**src/rtl/motor_pkg.sv**
```systemverilog
`default_nettype none
// ============================================================================
//  Module   : motor_pkg
//  Purpose  : Shared definitions for the stepper coil phase decoder.
//             Holds the eight legal coil phase codes, the code-to-index
//             decoder and the lock state enumeration.
//  Revision : 1.0  initial release
// ============================================================================
package motor_pkg;

    // Legal coil patterns in sequence order. The index rises by one per
    // forward half step.
    localparam logic [3:0] PH_A  = 4'b1000;  // index 0
    localparam logic [3:0] PH_AB = 4'b1010;  // index 1
    localparam logic [3:0] PH_B  = 4'b0010;  // index 2
    localparam logic [3:0] PH_BC = 4'b0110;  // index 3
    localparam logic [3:0] PH_C  = 4'b0100;  // index 4
    localparam logic [3:0] PH_CD = 4'b0101;  // index 5
    localparam logic [3:0] PH_D  = 4'b0001;  // index 6
    localparam logic [3:0] PH_DA = 4'b1001;  // index 7

    typedef enum logic [0:0] {
        UNLOCKED = 1'b0,
        LOCKED   = 1'b1
    } lock_state_e;

    // Returns {legal, idx[2:0]}. Illegal codes return legal=0, idx=0.
    function automatic logic [3:0] phase_to_idx(input logic [3:0] code);
        logic [3:0] res;
        case (code)
            PH_A:    res = 4'b1_000;
            PH_AB:   res = 4'b1_001;
            PH_B:    res = 4'b1_010;
            PH_BC:   res = 4'b1_011;
            PH_C:    res = 4'b1_100;
            PH_CD:   res = 4'b1_101;
            PH_D:    res = 4'b1_110;
            PH_DA:   res = 4'b1_111;
            default: res = 4'b0_000;
        endcase
        return res;
    endfunction

endpackage : motor_pkg
`default_nettype wire

```
**src/rtl/phase_filter.sv**
```systemverilog
`default_nettype none
// ============================================================================
//  Module   : phase_filter
//  Purpose  : Registers the raw coil pattern and accepts a new value only
//             after it has been stable for FILT_CYCLES consecutive cycles.
//  Ports    : clk       in   system clock
//             rst       in   synchronous active-high reset
//             phase_i   in   raw coil pattern
//             accept_o  out  one-cycle strobe: pattern_o is being accepted
//             pattern_o out  pattern under evaluation (valid with accept_o)
//  Revision : 1.0  initial release
// ============================================================================
module phase_filter #(
    parameter int FILT_CYCLES = 4
) (
    input  logic       clk,
    input  logic       rst,
    input  logic [3:0] phase_i,
    output logic       accept_o,
    output logic [3:0] pattern_o
);

    localparam logic [3:0] c_FILT = 4'(FILT_CYCLES);

    logic [3:0] in_q;
    logic [3:0] cand_q, cand_d;
    logic [3:0] acc_q,  acc_d;
    logic [3:0] cnt_q,  cnt_d;
    logic [3:0] w_cnt_next;
    logic       w_accept;

    always_comb begin
        cand_d     = cand_q;
        acc_d      = acc_q;
        cnt_d      = cnt_q;
        w_cnt_next = 4'd1;
        w_accept   = 1'b0;
        if (in_q == acc_q) begin
            // Value fell back to the accepted pattern: abandon any run.
            cnt_d = 4'd0;
        end else begin
            // A zero count means no run in progress, so restart at 1 even
            // if the stale candidate happens to match.
            if ((cnt_q != 4'd0) && (in_q == cand_q)) begin
                w_cnt_next = cnt_q + 4'd1;
            end
            cand_d = in_q;
            if (w_cnt_next == c_FILT) begin
                w_accept = 1'b1;
                acc_d    = in_q;
                cnt_d    = 4'd0;
            end else begin
                cnt_d = w_cnt_next;
            end
        end
    end

    always_ff @(posedge clk) begin
        if (rst) begin
            in_q   <= 4'd0;
            cand_q <= 4'd0;
            acc_q  <= 4'd0;
            cnt_q  <= 4'd0;
        end else begin
            in_q   <= phase_i;
            cand_q <= cand_d;
            acc_q  <= acc_d;
            cnt_q  <= cnt_d;
        end
    end

    // The strobe is combinational so the consumer registers the event on
    // the same edge the filter commits the new pattern.
    assign accept_o  = w_accept;
    assign pattern_o = in_q;

endmodule : phase_filter
`default_nettype wire

```
**src/rtl/phase_decoder.sv**
```systemverilog
`default_nettype none
// ============================================================================
//  Module   : phase_decoder
//  Purpose  : Closed-loop checker and position tracker for a stepper phase
//             sequencer. Decodes filtered coil transitions into half/full
//             step events, tracks signed position in half steps and flags
//             illegal patterns and skipped steps.
//  Ports    : clk          in   system clock
//             rst          in   synchronous active-high reset
//             clr          in   clear position and error state
//             phase_in     in   coil pattern [3:0]
//             pos          out  signed position, half-step units
//             step_pulse   out  one-cycle strobe per decoded step
//             step_dir     out  direction of last step (1 = forward)
//             step_half    out  size of last step (1 = half step)
//             valid_phase  out  high while locked
//             err_illegal  out  sticky illegal-pattern flag
//             err_skip     out  sticky skipped-step flag
//             err_cnt      out  saturating error event count
//  Revision : 1.0  initial release
// ============================================================================
module phase_decoder
    import motor_pkg::*;
#(
    parameter int FILT_CYCLES = 4,
    parameter int POS_W       = 16
) (
    input  logic                    clk,
    input  logic                    rst,
    input  logic                    clr,
    input  logic [3:0]              phase_in,
    output logic signed [POS_W-1:0] pos,
    output logic                    step_pulse,
    output logic                    step_dir,
    output logic                    step_half,
    output logic                    valid_phase,
    output logic                    err_illegal,
    output logic                    err_skip,
    output logic [7:0]              err_cnt
);

    localparam logic [POS_W-1:0] c_PLUS1  = POS_W'(1);
    localparam logic [POS_W-1:0] c_PLUS2  = POS_W'(2);
    localparam logic [POS_W-1:0] c_MINUS1 = {POS_W{1'b1}};
    localparam logic [POS_W-1:0] c_MINUS2 = {{(POS_W-1){1'b1}}, 1'b0};

    logic       w_accept;
    logic [3:0] w_pattern;

    phase_filter #(
        .FILT_CYCLES (FILT_CYCLES)
    ) u_filter (
        .clk       (clk),
        .rst       (rst),
        .phase_i   (phase_in),
        .accept_o  (w_accept),
        .pattern_o (w_pattern)
    );

    lock_state_e      state_q, state_d;
    logic [2:0]       ref_q,   ref_d;
    logic [POS_W-1:0] pos_q,   pos_d;
    logic             dir_q,   dir_d;
    logic             half_q,  half_d;
    logic             pulse_q, pulse_d;
    logic             eill_q,  eill_d;
    logic             eskip_q, eskip_d;
    logic [7:0]       ecnt_q,  ecnt_d;

    logic [3:0]       w_dec;
    logic             w_legal;
    logic [2:0]       w_idx;
    logic [2:0]       w_delta;
    logic             w_step_ev;
    logic             w_ill_ev;
    logic             w_skip_ev;
    logic [POS_W-1:0] w_step_amt;
    logic             w_step_dir;
    logic             w_step_half;

    assign w_dec   = phase_to_idx(w_pattern);
    assign w_legal = w_dec[3];
    assign w_idx   = w_dec[2:0];
    // 3-bit subtraction gives (idx - ref) mod 8 directly.
    assign w_delta = w_idx - ref_q;

    always_comb begin
        state_d     = state_q;
        ref_d       = ref_q;
        w_step_ev   = 1'b0;
        w_ill_ev    = 1'b0;
        w_skip_ev   = 1'b0;
        w_step_amt  = '0;
        w_step_dir  = 1'b0;
        w_step_half = 1'b0;
        if (w_accept) begin
            case (state_q)
                UNLOCKED: begin
                    if (w_legal) begin
                        state_d = LOCKED;
                        ref_d   = w_idx;
                    end else begin
                        w_ill_ev = 1'b1;
                    end
                end
                LOCKED: begin
                    if (!w_legal) begin
                        w_ill_ev = 1'b1;
                        state_d  = UNLOCKED;
                    end else begin
                        ref_d = w_idx;
                        case (w_delta)
                            3'd1: begin
                                w_step_ev = 1'b1; w_step_amt = c_PLUS1;
                                w_step_dir = 1'b1; w_step_half = 1'b1;
                            end
                            3'd2: begin
                                w_step_ev = 1'b1; w_step_amt = c_PLUS2;
                                w_step_dir = 1'b1; w_step_half = 1'b0;
                            end
                            3'd7: begin
                                w_step_ev = 1'b1; w_step_amt = c_MINUS1;
                                w_step_dir = 1'b0; w_step_half = 1'b1;
                            end
                            3'd6: begin
                                w_step_ev = 1'b1; w_step_amt = c_MINUS2;
                                w_step_dir = 1'b0; w_step_half = 1'b0;
                            end
                            // 3..5 are lost steps; 0 cannot occur because an
                            // accepted pattern always differs from the last.
                            default: w_skip_ev = 1'b1;
                        endcase
                    end
                end
                default: state_d = UNLOCKED;
            endcase
        end
    end

    // Event application. clr takes priority and swallows any event this
    // cycle; lock tracking above still follows the pattern.
    always_comb begin
        pos_d   = pos_q;
        dir_d   = dir_q;
        half_d  = half_q;
        pulse_d = 1'b0;
        eill_d  = eill_q;
        eskip_d = eskip_q;
        ecnt_d  = ecnt_q;
        if (clr) begin
            pos_d   = '0;
            eill_d  = 1'b0;
            eskip_d = 1'b0;
            ecnt_d  = 8'd0;
        end else begin
            if (w_step_ev) begin
                pos_d   = pos_q + w_step_amt;
                dir_d   = w_step_dir;
                half_d  = w_step_half;
                pulse_d = 1'b1;
            end
            if (w_ill_ev) begin
                eill_d = 1'b1;
            end
            if (w_skip_ev) begin
                eskip_d = 1'b1;
            end
            if ((w_ill_ev || w_skip_ev) && (ecnt_q != 8'hFF)) begin
                ecnt_d = ecnt_q + 8'd1;
            end
        end
    end

    always_ff @(posedge clk) begin
        if (rst) begin
            state_q <= UNLOCKED;
            ref_q   <= 3'd0;
            pos_q   <= '0;
            dir_q   <= 1'b0;
            half_q  <= 1'b0;
            pulse_q <= 1'b0;
            eill_q  <= 1'b0;
            eskip_q <= 1'b0;
            ecnt_q  <= 8'd0;
        end else begin
            state_q <= state_d;
            ref_q   <= ref_d;
            pos_q   <= pos_d;
            dir_q   <= dir_d;
            half_q  <= half_d;
            pulse_q <= pulse_d;
            eill_q  <= eill_d;
            eskip_q <= eskip_d;
            ecnt_q  <= ecnt_d;
        end
    end

    assign pos         = pos_q;
    assign step_pulse  = pulse_q;
    assign step_dir    = dir_q;
    assign step_half   = half_q;
    assign valid_phase = (state_q == LOCKED);
    assign err_illegal = eill_q;
    assign err_skip    = eskip_q;
    assign err_cnt     = ecnt_q;

endmodule : phase_decoder
`default_nettype wire
```
**config.mk**
```make
export PLATFORM = sky130hd
export DESIGN_NAME = phase_decoder
export DESIGN_NICKNAME = d
export VERILOG_FILES = /design/src/rtl/motor_pkg.sv /design/src/rtl/phase_filter.sv /design/src/rtl/phase_decoder.sv
export SDC_FILE = /design/constraint.sdc
export NUM_CORES = 1
export LEC_CHECK = 0
export CAP_MARGIN = 20
export CORE_UTILIZATION = 55
export DETAILED_ROUTE_END_ITERATION = 8
export GPL_TIMING_DRIVEN = 0
export PLACE_DENSITY = 0.79
export SLEW_MARGIN = 20
export SYNTH_ARGS = -nofsm -noshare
export SYNTH_HDL_FRONTEND = slang
export SYNTH_HIERARCHICAL = 1
export SYNTH_SLANG_ARGS = --single-unit
export TNS_END_PERCENT = 50
```
**constraint.sdc**
```tcl
create_clock -name clk -period 10.2 [get_ports clk]
set_clock_uncertainty 0.2 [all_clocks]
set_input_delay 1.53 -clock clk [delete_from_list [all_inputs] [get_ports clk]]
set_output_delay 1.53 -clock clk [all_outputs]
set_load 0.05 [all_outputs]
```
==> results_dict.tcl <==
set metrics [dict create \
    status "complete, no violations" \
    netlist_area_um2 3150 \
    synth_top_cell_by_area "dfxtp_1" \
    worstHoldStart "pos[9]$_SDFFE_PP0P_" \
    cts_hold_buf 0 \
    min_period_over_period 0.518 \
    power_mw 0.345 \
    whs_endpoint "pos[9]$_SDFFE_PP0P_" \
    grt_pass1_wl_mm 11.1 \
    cts_setup_buffers 0 \
    final_cell_mix "dfxtp_1, nor2_1, clkdlybuf4s50_1, a21oi_1, o21ai_0" \
    area_growth_pct 17.6 \
    row_count 27 \
    htree_levels 2 \
    tns_ns 0 \
    clk_path_buf_depth 2 \
    pin_count 37 \
    critPathCaptureType "flip-flop" \
    ys_seq_area_frac 0.311 \
    wl_met1_mm 3.02 \
    pre_cts_slack_ns 4.94 \
    crit_type "flip-flop to flip-flop" \
    dr_wl_met2_mm 3.16 \
    finalHoldWorstSlack_ns 0.278 \
    p_per_area_nw_per_um2 93.0 \
    synth_cell_types 60 \
    slew_violations 0 \
    hold_depth 2 \
    rr_startpoint "u_filter/cnt_q[0]$_SDFF_PP0_" \
    netlist_top_cells_area "dfxtp_1, ha_1, a21oi_1" \
    vdd_drop_max_mv 0.0699 \
    post_cts_resized 0 \
    final_util 0.673 \
    tightest_slew_ns 0.764 \
    nNetsFinal 444 \
    setup_viol 0 \
    synth_edf_count 0 \
    drt-vias-per-instance 5.70 \
    vias 2772 \
    ant_nets 0 \
    max_freq_ghz 0.189 \
    dieWidth_um 77.7 \
    crit_chain "inv_1 -> ha_1 -> nor4bb_1 -> a32oi_1 -> nor4_4 -> clkbuf_1 -> nand4b_1 -> o22a_1 -> nor4_2 -> buf_2 -> ha_1 -> a21oi_1 -> o21ai_0 -> a221oi_1 -> a21boi_0 -> or4_1 -> a21oi_1" \
    fp.dieH_um 77.7 \
    ys.flop_type "dfxtp_1" \
    yosysTopAreaCellShare 0.311 \
    min_period_ns 5.28 \
    tritoncts "built" \
    synth_nets 399 \
    slew_headroom 0.486 \
    wl_mm 6.44 \
    num_antenna_cells 0 \
    reg2reg_to "pos[15]$_SDFFE_PP0P_" \
    arrival_ns 5.33 \
    synth_area_per_cell_um2 8.57 \
    crit_buf_inv 3 \
    hold_viol_final 0 \
    design.core.area_um2 5510 \
    dpl.hpwl_mm 5.00 \
    async_flop_share 0 \
    grt_overflow 0 \
    r2r_setup_slack_ns 4.92 \
    clock_latency_ns 0.30 \
    grt.total_usage 0.226 \
    slowest_stage "or4_1" \
    ctsRootBufferMaster "clkbuf_8" \
    cts.clk_slew.worst_paths_ns 0.10 \
    wl_met3_um 193 \
    initial_core_util 0.573 \
    routedWlPerCell_um 13.3 \
    drive_above_1_share 0.0821 \
    portBuffers 36 \
    critPathLaunch "u_filter/cnt_q[0]$_SDFF_PP0_" \
    drt_iter0_drc 189 \
    rr_worst_depth 17 \
    cp.required_ns 10.24 \
    synth_warnings 6 \
    rsz0062_at_grt "no" \
    yosys_register_bits 49 \
    power_leakage_nw 1.37 \
    worstPathMaxFanout 9 \
    die-area_um2 6040 \
    final_common_cell "dfxtp_1" \
    top_layer "met4" \
    drtPass1Iterations 4 \
    layout_setup_ws_ns 4.92 \
    grt_max_degree 16 \
    min_path_type "flip-flop to flip-flop" \
    critPathLaunchType "flip-flop" \
    drv_cap 0 \
    first_global_vias 2503 \
    numCtsBuffers 5 \
    drc 0 \
    clock-sinks 49 \
    gp_congestion 0.897 \
    cp_top_family "simple AND/OR/NAND/NOR gates" \
    max_stage_delay_ns 0.48 \
    synth_cells 368 \
    antenna_found_initial 0 \
]
-- logic make-up after synthesis --
logic type	count (synthesis)	share of synthesized area
compound gates	95	0.190
buf+inv	25	0.0381
flops	49	0.311
simple gates	135	0.243
mux	14	0.0460
fa+ha+maj	24	0.100
xor+xnor	26	0.0722
-- worst max-delay path by stage --
stage	to	slack [ns]	cells past startpoint
floorplan	pos[15]$_SDFFE_PP0P_	4.69	16
global placement	pos[15]$_SDFFE_PP0P_	3.39	16
detailed placement	pos[15]$_SDFFE_PP0P_	4.94	17
CTS	pos[15]$_SDFFE_PP0P_	4.92	17
global route	pos[15]$_SDFFE_PP0P_	4.43	17
finish	pos[15]$_SDFFE_PP0P_	4.92	17
-- worst register-to-register path: stages (launching register included) --
cell and delay, ns:
dfxtp_1 0.41, inv_1 0.06, ha_1 0.31, nor4bb_1 0.28, a32oi_1 0.16, nor4_4 0.45
clkbuf_1 0.36, nand4b_1 0.19, o22a_1 0.29, nor4_2 0.29, buf_2 0.28, ha_1 0.33
a21oi_1 0.21, o21ai_0 0.20, a221oi_1 0.41, a21boi_0 0.17, or4_1 0.48, a21oi_1 0.14
-- metrics by stage --
| stage | cells | instance area [um2] |
|---|---|---|
| 6_report | 486 | 3710 |
| 5_1_grt | 486 | 3710 |
| 4_1_cts | 486 | 3710 |
| 3_5_place_dp | 478 | 3620 |
| 3_3_place_gp | 476 | 3600 |
| 2_1_floorplan | 368 | 3150 |
-- metal layers --
metal  up-vias  global-route usage
li1       1434                   -
met4         0              0.0642
met1      1289               0.289
met2        44               0.391
met5         -                   0
met3         5              0.0365
-- synth_stat cells, types with 4 or more instances --
| cell type | instances |
|---|---|
| inv_1 | 12 |
| nor2b_1 | 8 |
| nor3_1 | 5 |
| o211ai_1 | 5 |
| or2b_2 | 8 |
| dfxtp_1 | 49 |
| clkbuf_1 | 7 |
| nand4_1 | 4 |
| nand2b_1 | 4 |
| ha_1 | 22 |
| xor2_1 | 12 |
| a211oi_1 | 5 |
| nand3_1 | 12 |
| and3_1 | 4 |
| nand2_1 | 20 |
| a21oi_1 | 30 |
| or4_1 | 6 |
| a21boi_0 | 4 |
| xnor2_1 | 14 |
| mux2i_1 | 13 |
| nor2_1 | 37 |
| o21ai_0 | 23 |
| or3_1 | 5 |
-- final cells by class --
cell class,instances,area (um2)
clock inverter,2,15.0
sequential,49,981
clock buffer,6,72.6
timing repair buffer,38,370
fill,470,1800
multi-input combinational,294,2060
buffer,13,75.1
tap,72,90.1
inverter,12,45.0
-- state kept, by name (all words and copies together) (netlist names) --
register and count:
err_illegal 1, step_pulse 1, pos 16, step_half 1, u_filter/acc_q 4, err_skip 1, ref_q 3, err_cnt 8
valid_phase 1, u_filter/cnt_q 4, u_filter/pattern_o 4, step_dir 1, u_filter/cand_q 4
-- where the power goes --
part           switching (mW)  internal, mW
Combinational          0.0174        0.0140
Sequential            0.00280         0.193
Clock                  0.0687        0.0485
Total                  0.0889         0.256
No activity file was read; power rests on OpenSTA's default activity.
